## src/rtl/control_unit_if.sv

```systemverilog
// Control bundle between the multicycle control FSM (master) and the datapath (slave).
interface control_unit_if #(
  parameter int unsigned STATE_W = 5
);
  logic [5:0]         opcode;
  logic [5:0]         funct;
  logic               overflow;
  logic               eq;
  logic               pc_write;
  logic [1:0]         iord;
  logic               mem_wr;
  logic               ir_write;
  logic               reg_write;
  logic               reg_dst;
  logic               mem_to_reg;
  logic               load_a;
  logic               load_b;
  logic               alu_src_a;
  logic [1:0]         alu_src_b;
  logic [2:0]         alu_ctrl;
  logic               alu_out_write;
  logic [1:0]         pc_source;
  logic               epc_write;
  logic [1:0]         excp_code;
  logic [STATE_W-1:0] state_dbg;

  modport master (
    input  opcode, funct, overflow, eq,
    output pc_write, iord, mem_wr, ir_write, reg_write, reg_dst, mem_to_reg,
           load_a, load_b, alu_src_a, alu_src_b, alu_ctrl, alu_out_write,
           pc_source, epc_write, excp_code, state_dbg
  );

  modport slave (
    output opcode, funct, overflow, eq,
    input  pc_write, iord, mem_wr, ir_write, reg_write, reg_dst, mem_to_reg,
           load_a, load_b, alu_src_a, alu_src_b, alu_ctrl, alu_out_write,
           pc_source, epc_write, excp_code, state_dbg
  );
endinterface

```

## src/rtl/control_unit.sv

```systemverilog
// Multicycle main control FSM for the MIPS-subset CPU.
// Optional: define OVERFLOW_EXCP_EN to trap add/sub/addi overflow into the exception path.
module control_unit #(
  parameter int unsigned MEM_WAIT = 2,
  parameter int unsigned STATE_W  = 5
) (
  input  logic           clock,
  input  logic           reset,
  control_unit_if.master ctrl
);

  localparam int unsigned CNT_W = $clog2(MEM_WAIT + 1);

`ifdef OVERFLOW_EXCP_EN
  localparam bit OVF_EXCP = 1'b1;
`else
  localparam bit OVF_EXCP = 1'b0;
`endif

  // WB is split by origin so reg_dst stays a pure function of state
  typedef enum logic [STATE_W-1:0] {
    RST, FETCH, DECODE, EXEC_R, EXEC_I, WB_R, WB_I, ADDR,
    MEM_RD, WB_LW, MEM_WR, BR, JMP, EXCP, EXCP_LD
  } state_t;

  state_t           state, nextState;
  logic [CNT_W-1:0] waitCnt;
  logic             waitDone;
  logic [1:0]       excpCode, nextExcpCode;
  logic             rFunctOk;

  assign waitDone       = (waitCnt == CNT_W'(MEM_WAIT - 1));
  assign rFunctOk       = (ctrl.funct == 6'h20) || (ctrl.funct == 6'h22) || (ctrl.funct == 6'h24);
  assign ctrl.state_dbg = state;

  always_ff @(posedge clock) begin
    if (!reset) begin
      state    <= RST;
      waitCnt  <= '0;
      excpCode <= '0;
    end else begin
      state    <= nextState;
      excpCode <= nextExcpCode;
      if (nextState != state)
        waitCnt <= '0;
      else if (waitCnt != CNT_W'(MEM_WAIT))
        waitCnt <= waitCnt + CNT_W'(1);
    end
  end

  always_comb begin
    nextState          = state;
    nextExcpCode       = excpCode;
    ctrl.pc_write      = 1'b0;
    ctrl.iord          = 2'b00;
    ctrl.mem_wr        = 1'b0;
    ctrl.ir_write      = 1'b0;
    ctrl.reg_write     = 1'b0;
    ctrl.reg_dst       = 1'b0;
    ctrl.mem_to_reg    = 1'b0;
    ctrl.load_a        = 1'b0;
    ctrl.load_b        = 1'b0;
    ctrl.alu_src_a     = 1'b0;
    ctrl.alu_src_b     = 2'b00;
    ctrl.alu_ctrl      = 3'b000;
    ctrl.alu_out_write = 1'b0;
    ctrl.pc_source     = 2'b00;
    ctrl.epc_write     = 1'b0;
    ctrl.excp_code     = 2'b00;

    case (state)
      RST: nextState = FETCH;

      FETCH: begin
        ctrl.alu_src_b = 2'b01;
        ctrl.alu_ctrl  = 3'b001;
        if (waitDone) begin
          ctrl.ir_write = 1'b1;
          ctrl.pc_write = 1'b1;
          nextState     = DECODE;
        end
      end

      DECODE: begin
        ctrl.load_a        = 1'b1;
        ctrl.load_b        = 1'b1;
        ctrl.alu_src_b     = 2'b11;
        ctrl.alu_ctrl      = 3'b001;
        ctrl.alu_out_write = 1'b1;
        nextExcpCode       = 2'b00;
        case (ctrl.opcode)
          6'h00:        nextState = rFunctOk ? EXEC_R : EXCP;
          6'h08:        nextState = EXEC_I;
          6'h23, 6'h2B: nextState = ADDR;
          6'h04, 6'h05: nextState = BR;
          6'h02:        nextState = JMP;
          default:      nextState = EXCP;
        endcase
      end

      EXEC_R: begin
        ctrl.alu_src_a     = 1'b1;
        ctrl.alu_out_write = 1'b1;
        case (ctrl.funct)
          6'h22:   ctrl.alu_ctrl = 3'b010;
          6'h24:   ctrl.alu_ctrl = 3'b011;
          default: ctrl.alu_ctrl = 3'b001;
        endcase
        nextState = WB_R;
        if (OVF_EXCP && ctrl.overflow && (ctrl.funct != 6'h24)) begin
          nextState    = EXCP;
          nextExcpCode = 2'b01;
        end
      end

      EXEC_I: begin
        ctrl.alu_src_a     = 1'b1;
        ctrl.alu_src_b     = 2'b10;
        ctrl.alu_ctrl      = 3'b001;
        ctrl.alu_out_write = 1'b1;
        nextState          = WB_I;
        if (OVF_EXCP && ctrl.overflow) begin
          nextState    = EXCP;
          nextExcpCode = 2'b01;
        end
      end

      WB_R: begin
        ctrl.reg_write = 1'b1;
        ctrl.reg_dst   = 1'b1;
        nextState      = FETCH;
      end

      WB_I: begin
        ctrl.reg_write = 1'b1;
        nextState      = FETCH;
      end

      ADDR: begin
        ctrl.alu_src_a     = 1'b1;
        ctrl.alu_src_b     = 2'b10;
        ctrl.alu_ctrl      = 3'b001;
        ctrl.alu_out_write = 1'b1;
        nextState          = (ctrl.opcode == 6'h2B) ? MEM_WR : MEM_RD;
      end

      MEM_RD: begin
        ctrl.iord = 2'b01;
        if (waitDone) nextState = WB_LW;
      end

      WB_LW: begin
        ctrl.reg_write  = 1'b1;
        ctrl.mem_to_reg = 1'b1;
        nextState       = FETCH;
      end

      MEM_WR: begin
        ctrl.iord   = 2'b01;
        ctrl.mem_wr = 1'b1;
        nextState   = FETCH;
      end

      BR: begin
        ctrl.alu_src_a = 1'b1;
        ctrl.alu_ctrl  = 3'b111;
        ctrl.pc_source = 2'b01;
        ctrl.pc_write  = (ctrl.opcode == 6'h05) ? !ctrl.eq : ctrl.eq;
        nextState      = FETCH;
      end

      JMP: begin
        ctrl.pc_source = 2'b10;
        ctrl.pc_write  = 1'b1;
        nextState      = FETCH;
      end

      EXCP: begin
        ctrl.iord      = 2'b11;
        ctrl.excp_code = excpCode;
        // EPC = PC - 4 is captured only on the first vector-read cycle
        if (waitCnt == '0) begin
          ctrl.epc_write = 1'b1;
          ctrl.alu_src_b = 2'b01;
          ctrl.alu_ctrl  = 3'b010;
        end
        if (waitDone) nextState = EXCP_LD;
      end

      EXCP_LD: begin
        ctrl.pc_source = 2'b11;
        ctrl.pc_write  = 1'b1;
        nextState      = FETCH;
      end

      default: nextState = RST;
    endcase
  end

endmodule
```

## src/flat_wrapper.sv

```systemverilog
// flat-port wrapper written by rule: the top's interface ports become plain ports
module control_unit_flat 
#(
  parameter int unsigned MEM_WAIT = 2,
  parameter int unsigned STATE_W  = 5
)
  (clock, reset, ctrl_opcode, ctrl_funct, ctrl_overflow, ctrl_eq, ctrl_pc_write, ctrl_iord, ctrl_mem_wr, ctrl_ir_write, ctrl_reg_write, ctrl_reg_dst, ctrl_mem_to_reg, ctrl_load_a, ctrl_load_b, ctrl_alu_src_a, ctrl_alu_src_b, ctrl_alu_ctrl, ctrl_alu_out_write, ctrl_pc_source, ctrl_epc_write, ctrl_excp_code, ctrl_state_dbg);
  control_unit_if #(.STATE_W(STATE_W)) ctrl_i ();
  input  logic clock;
  input  logic reset;
  input wire logic [$bits(ctrl_i.opcode)-1:0] ctrl_opcode;
  input wire logic [$bits(ctrl_i.funct)-1:0] ctrl_funct;
  input wire logic [$bits(ctrl_i.overflow)-1:0] ctrl_overflow;
  input wire logic [$bits(ctrl_i.eq)-1:0] ctrl_eq;
  output wire logic [$bits(ctrl_i.pc_write)-1:0] ctrl_pc_write;
  output wire logic [$bits(ctrl_i.iord)-1:0] ctrl_iord;
  output wire logic [$bits(ctrl_i.mem_wr)-1:0] ctrl_mem_wr;
  output wire logic [$bits(ctrl_i.ir_write)-1:0] ctrl_ir_write;
  output wire logic [$bits(ctrl_i.reg_write)-1:0] ctrl_reg_write;
  output wire logic [$bits(ctrl_i.reg_dst)-1:0] ctrl_reg_dst;
  output wire logic [$bits(ctrl_i.mem_to_reg)-1:0] ctrl_mem_to_reg;
  output wire logic [$bits(ctrl_i.load_a)-1:0] ctrl_load_a;
  output wire logic [$bits(ctrl_i.load_b)-1:0] ctrl_load_b;
  output wire logic [$bits(ctrl_i.alu_src_a)-1:0] ctrl_alu_src_a;
  output wire logic [$bits(ctrl_i.alu_src_b)-1:0] ctrl_alu_src_b;
  output wire logic [$bits(ctrl_i.alu_ctrl)-1:0] ctrl_alu_ctrl;
  output wire logic [$bits(ctrl_i.alu_out_write)-1:0] ctrl_alu_out_write;
  output wire logic [$bits(ctrl_i.pc_source)-1:0] ctrl_pc_source;
  output wire logic [$bits(ctrl_i.epc_write)-1:0] ctrl_epc_write;
  output wire logic [$bits(ctrl_i.excp_code)-1:0] ctrl_excp_code;
  output wire logic [$bits(ctrl_i.state_dbg)-1:0] ctrl_state_dbg;
  assign ctrl_i.opcode = ctrl_opcode;
  assign ctrl_i.funct = ctrl_funct;
  assign ctrl_i.overflow = ctrl_overflow;
  assign ctrl_i.eq = ctrl_eq;
  assign ctrl_pc_write = ctrl_i.pc_write;
  assign ctrl_iord = ctrl_i.iord;
  assign ctrl_mem_wr = ctrl_i.mem_wr;
  assign ctrl_ir_write = ctrl_i.ir_write;
  assign ctrl_reg_write = ctrl_i.reg_write;
  assign ctrl_reg_dst = ctrl_i.reg_dst;
  assign ctrl_mem_to_reg = ctrl_i.mem_to_reg;
  assign ctrl_load_a = ctrl_i.load_a;
  assign ctrl_load_b = ctrl_i.load_b;
  assign ctrl_alu_src_a = ctrl_i.alu_src_a;
  assign ctrl_alu_src_b = ctrl_i.alu_src_b;
  assign ctrl_alu_ctrl = ctrl_i.alu_ctrl;
  assign ctrl_alu_out_write = ctrl_i.alu_out_write;
  assign ctrl_pc_source = ctrl_i.pc_source;
  assign ctrl_epc_write = ctrl_i.epc_write;
  assign ctrl_excp_code = ctrl_i.excp_code;
  assign ctrl_state_dbg = ctrl_i.state_dbg;
  control_unit #(.MEM_WAIT(MEM_WAIT), .STATE_W(STATE_W)) u_core (.clock(clock), .reset(reset), .ctrl(ctrl_i));
endmodule
```

## config.mk

```make
export PLATFORM = sky130hd
export DESIGN_NAME = control_unit_flat
export DESIGN_NICKNAME = d
export VERILOG_FILES = /design/src/rtl/control_unit_if.sv /design/src/rtl/control_unit.sv /design/src/flat_wrapper.sv
export SDC_FILE = /design/constraint.sdc
export NUM_CORES = 1
export LEC_CHECK = 0
export CORE_MARGIN = 2
export CORE_UTILIZATION = 32
export DETAILED_ROUTE_END_ITERATION = 16
export PLACE_DENSITY = 0.76
export SYNTH_ARGS = -nofsm -noshare
export SYNTH_HDL_FRONTEND = slang
export SYNTH_SLANG_ARGS = --single-unit
```

## constraint.sdc

```tcl
create_clock -name clock -period 2.7 [get_ports clock]
set_clock_uncertainty 0.15 [all_clocks]
set_input_delay 0.54 -clock clock [delete_from_list [all_inputs] [get_ports clock]]
set_output_delay 0.54 -clock clock [all_outputs]
set_load 0.01 [all_outputs]
```

# After elaboration in Yosys (flattened, before gate mapping)
# Index checks and enable logic that the tools add are counted.
dict set report word_totals {
  reg_bits 7
  inputBits 16
  output_inout_bits 27
  wordCells 74
}
dict set report op_classes {
  addsub 1
  n_eq_ne 26
  n_mux 27
  bitwise_logic 1
  reduce_logical 17
}
# op count
set op_table {}
lappend op_table {{$pmux 5 s8} 1}
lappend op_table {{$eq 5x4->1 const B} 7}
lappend op_table {{$eq 6x6->1 const B} 5}
lappend op_table {{$pmux 5 s5} 1}
lappend op_table {{$eq 5x3->1 const B} 4}
lappend op_table {{$mux 5} 3}
lappend op_table {{$mux 1} 13}
lappend op_table {{$eq 6x3->1 const B} 2}
lappend op_table {{$pmux 3 s4} 1}
lappend op_table {{$reduce_or 2->1} 6}
lappend op_table {{$reduce_or 4->1} 3}
lappend op_table {{$eq 5x2->1 const B} 2}
lappend op_table {{$pmux 2 s2} 2}
lappend op_table {{$pmux 2 s4} 1}
lappend op_table {{$reduce_or 8->1} 1}
lappend op_table {{$eq 6x2->1 const B} 1}
lappend op_table {{$eq 6x4->1 const B} 1}
lappend op_table {{$logic_not 6->1} 1}
lappend op_table {{$pmux 2 s3} 1}
lappend op_table {{$eq 5x1->1 const B} 1}
lappend op_table {{$logic_not 5->1} 1}
lappend op_table {{$ne 5x5->1} 1}
lappend op_table {{$mux 2} 2}
lappend op_table {{$mux 4} 1}
lappend op_table {{9 further kinds} 10}

# Longest topological paths before layout
dict set report logic_depth {
  word_depth 8
  depth_mapped 7
  ltp_nobuf 7
}

# Worst setup path before layout
# Ideal clock, no wire load.
dict set report synth_timing {
  path_type {flip-flop to output port}
  from {register u_core.state[2], in the netlist u_core.ctrl.state_dbg[2]}
  to {output ctrl_alu_out_write}
  arrival_ps 1678
  required_ps 2010
  slack_ps 332
  path_stages_with_launch 7
  n_path_buf 2
  cell_sequence {dfxtp_1 -> buf_6 -> clkbuf_1 -> xnor2_1 -> a22oi_1 -> nor3_1 -> o21bai_1}
}
dict set report synth_via {
  elab_chain_cells 3
  elab_cells_between_ends 6
  classes_between {eq/ne (4); mux (1); reduce/logical (1)}
}
# element line
set synth_lines {}
lappend synth_lines {{start, declared} control_unit.sv:26} ;# state_t state, nextState;
lappend synth_lines {{start signal, assigned} control_unit.sv:42} ;# state <= nextState;
lappend synth_lines {{$eq 5x3->1 or $eq 5x2->1 (tied branches)} control_unit.sv:71} ;# case (state)
lappend synth_lines {{$reduce_or 4->1 (no line) (*)} --}
lappend synth_lines {{$mux 1 (*)} control_unit.sv:71}
lappend synth_lines {{end, declared} flat_wrapper.sv:27} ;# output wire logic [$bits(ctrl_i.alu_out_write)-1:0] ctrl_alu_out_write;
# Every way passes the cells marked *; elsewhere a longest branch is shown, timed or not.

# Worst setup path after layout
dict set report layout_timing {
  from {input ctrl_funct[3]}
  to {output ctrl_alu_ctrl[0]}
}
dict set report layout_via {
  elab_chain_cells 3
  elab_cells_between_ends 4
  classes_between {eq/ne (2); mux (2)}
}
# element line
set layout_lines {}
lappend layout_lines {{start, declared} flat_wrapper.sv:12} ;# input wire logic [$bits(ctrl_i.funct)-1:0] ctrl_funct;
lappend layout_lines {{$eq 6x6->1} control_unit.sv:104} ;# case (ctrl.funct)
lappend layout_lines {{$pmux 2 s2 (*)} control_unit.sv:104}
lappend layout_lines {{$pmux 3 s4 (*)} control_unit.sv:71}
lappend layout_lines {{end, declared} flat_wrapper.sv:26} ;# output wire logic [$bits(ctrl_i.alu_ctrl)-1:0] ctrl_alu_ctrl;
# Marked as above.

==> metrics.txt <==
synthesized cell area=929.6 µm²; Reg-to-Reg End=u_core.waitCnt[0]; Final Hold Viols=0; hold path endpoint=u_core.waitCnt[1]; Max Freq=379.4 MHz; mean routed wirelength per cell=13.13 µm; mean post-synth cell area=6.938 µm²; yosys warns=0; post-route insts no fill=217; CORE AREA=2758 µm²; arrival time worst endpoint=1950 ps; Hold Buf Count CTS=0; top cells by area, synth=dfxtp_1 (15%), nor2_1 (7.3%), a21oi_1 (5.9%), nand3_1 (5.4%), xor2_1 (4.7%); die area=3352 µm²; chip width=57.90 µm; outcome=completed; worst hold slack=440.9 ps; drt first pass iters=4; Max Root-Sink Buffers=2; antenna violations before repair=0; vias in the first global route=1121; top cell family by delay on the critical path=buffers and inverters; R2R cell count=6; Sink Count=7; WP buf/inv=3; min-delay worst type=reg2reg; RSZ-0062 raised after global routing=no; GP Congestion=0.9155; power per standard cell area=206.3 nW/µm²; Final Max Tran Viols=0; Overflow after GRT=0; CP startpoint kind=primary input; fin crit period=2636 ps; Cells on Worst Hold Path=2; final setup fails=0; post-synth cell types=47; root buffer cell=clkbuf_4; CTS Buf Count=3; commonest non-fill, non-tap cells in the layout=clkdlybuf4s50_1 (36), buf_4 (19), nor2_1 (17), a21oi_1 (11), nand3_1 (10); height of the die=57.90 µm; placed cell count=210; r2r startpoint=u_core.ctrl.state_dbg[3]; layout cells sized above 1=20.97%; max cap viols=0; area grow syn2layout=59.22%; Iteration-0 DRC Markers=32; largest net degree at the start of global routing=13; Total Wirelength=2.850 mm; I/O Buffers=39; CP Depth=6; antenna-violating nets left=0; crit-path max FO=2; Seq cells post-synth=7; critical path endpoint category=output port; DP Wirelength=2.263 mm; Clock Pin Slew Worst Setup and Hold Paths=50 ps; slowest stage delay, CP=410 ps; Skew-Pair Late Insertion Delay=250 ps; CTS tree=yes; # H-tree levels=1; diode count=0; cell taking the most area after synthesis=dfxtp_1; FP Rows=19; post-synthesis sequential area ratio=15.07%; Vias=1161; worst ir drop on vdd=0.0002985 V; fin crit share=97.62%; Post-Syn Instances=134; worst path cell trace=clkdlybuf4s50_1 > nor4b_2 > buf_4 > a311oi_1 > o21a_1 > clkdlybuf4s15_1; Initial Util=33.71%; Critical Path RT=2010 ps; first-pass GRT wire length=4.747 mm; average via count per standard cell=5.350; share of the synthesized area in the top cell type=15.07%; CP Class=in2out; commonest non-fill, non-tap cell in the layout=clkdlybuf4s50_1; nets=206; slowest cell on the critical path=clkdlybuf4s50_1; flop2flop setup slack=680 ps; hold_sp=u_core.waitCnt[1]; Residual DRC=0; GRT Util Overall=17.52%; IO Pins=43; leak pwr=0.0005839 µW
==> how the worst max path moves through the flow <==
stage,startpoint,endpoint
after floorplan,u_core.ctrl.state_dbg[2],ctrl_alu_out_write
after global placement,ctrl_opcode[1],ctrl_pc_write
after detailed placement,ctrl_opcode[1],ctrl_pc_write
after CTS,ctrl_opcode[1],ctrl_pc_write
after global routing,ctrl_funct[3],ctrl_alu_ctrl[0]
final,ctrl_funct[3],ctrl_alu_ctrl[0]
==> final cells by class <==
type / count / area (µm²)
multi-input cells: 109 / 711.9
clock buffers: 4 / 26.28
flip-flops and latches: 7 / 150.1
well taps: 31 / 38.79
inverters: 8 / 30.03
repair buffers: 58 / 523.0
fillers: 272 / 1277
==> what timing repair did <==
item	CTS	global route
gates resized for setup	8	11
setup buffers	2	1
pin swaps	1	3
endpoints found under the setup margin	6	12
hold endpoints to repair	0	0
==> worst min-delay path, delay by kind of cell (launching register included) <==
kind | cells | cell delay (ps)
flip-flops | 1 | 320
multiplexers | 1 | 150
AND/OR/NAND/NOR | 1 | 70
==> power breakdown <==
part           total (µW)  internal, µW  switching [µW]
logic                99.9          55.0            44.9
registers             111           105            5.63
clock network        94.4          56.4            38.0
total                 305           217            88.5
==> registers in the layout, summed over array words and instances (netlist names) <==
signal and flops:
u_core.ctrl.state_dbg 5, u_core.waitCnt 2
==> through the flow <==
step	TNS [ps]	util (%)	total power, µW	setup slack (ps)	area (µm²)
2_1_floorplan	0	-	158.2	331.7	937.1
3_3_place_gp	-640.3	51.09	207.5	-243.1	1409
3_5_place_dp	-690.5	51.09	209.7	-289.4	1409
4_1_cts	-37.59	52.86	308.2	-24.54	1458
5_1_grt	0	53.68	327.0	7.722	1480
6_report	0	53.68	305.3	64.22	1480
==> layer usage <==
| metal | wire length (µm) | share of wire, % | track usage (%) |
|---|---|---|---|
| met2 | 1458 | 51 | 31.82 |
| met5 | 0 | 0 | 0 |
| met3 | 135 | 4.7 | 3.348 |
| met4 | 19 | 0.67 | 2.658 |
| met1 | 1236 | 43 | 21.77 |
==> cell families (layout without fill, tap and decap cells) <==
kind of cell    count (synthesis)  after routing  synth area share [%]
compound gates                 30             30                 23.69
xor+xnor                        8              8                 7.537
fa+ha+maj                       3              3                 4.038
buf+inv                        20             70                 11.57
flops                           7              7                 15.07
mux                             2              2                 2.154
other cells                     1              3                0.4034
simple gates                   63             63                 35.53
==> synthesized netlist by cell type, drive strengths merged <==
cell type / count
nand4b: 1
a2111o: 1
a22oi: 1
nand2b: 2
and2: 1
o21bai: 1
or3: 2
o21ai: 2
and3: 1
xnor2: 3
conb: 1
or2: 3
nor4b: 3
inv: 8
nor2: 18
buf: 9
a211o: 1
o31ai: 1
o22ai: 2
nor3: 8
nand3b: 1
and4: 1
o21a: 4
a311oi: 1
nand4: 1
nand2: 9
mux2i: 2
nor3b: 1
a31oi: 2
a2111oi: 1
o41ai: 1
xor2: 5
clkbuf: 3
a21oi: 11
nor2b: 1
o32ai: 1
nand3: 10
dfxtp: 7
ha: 3
No activity file was read; power rests on OpenSTA's default activity.
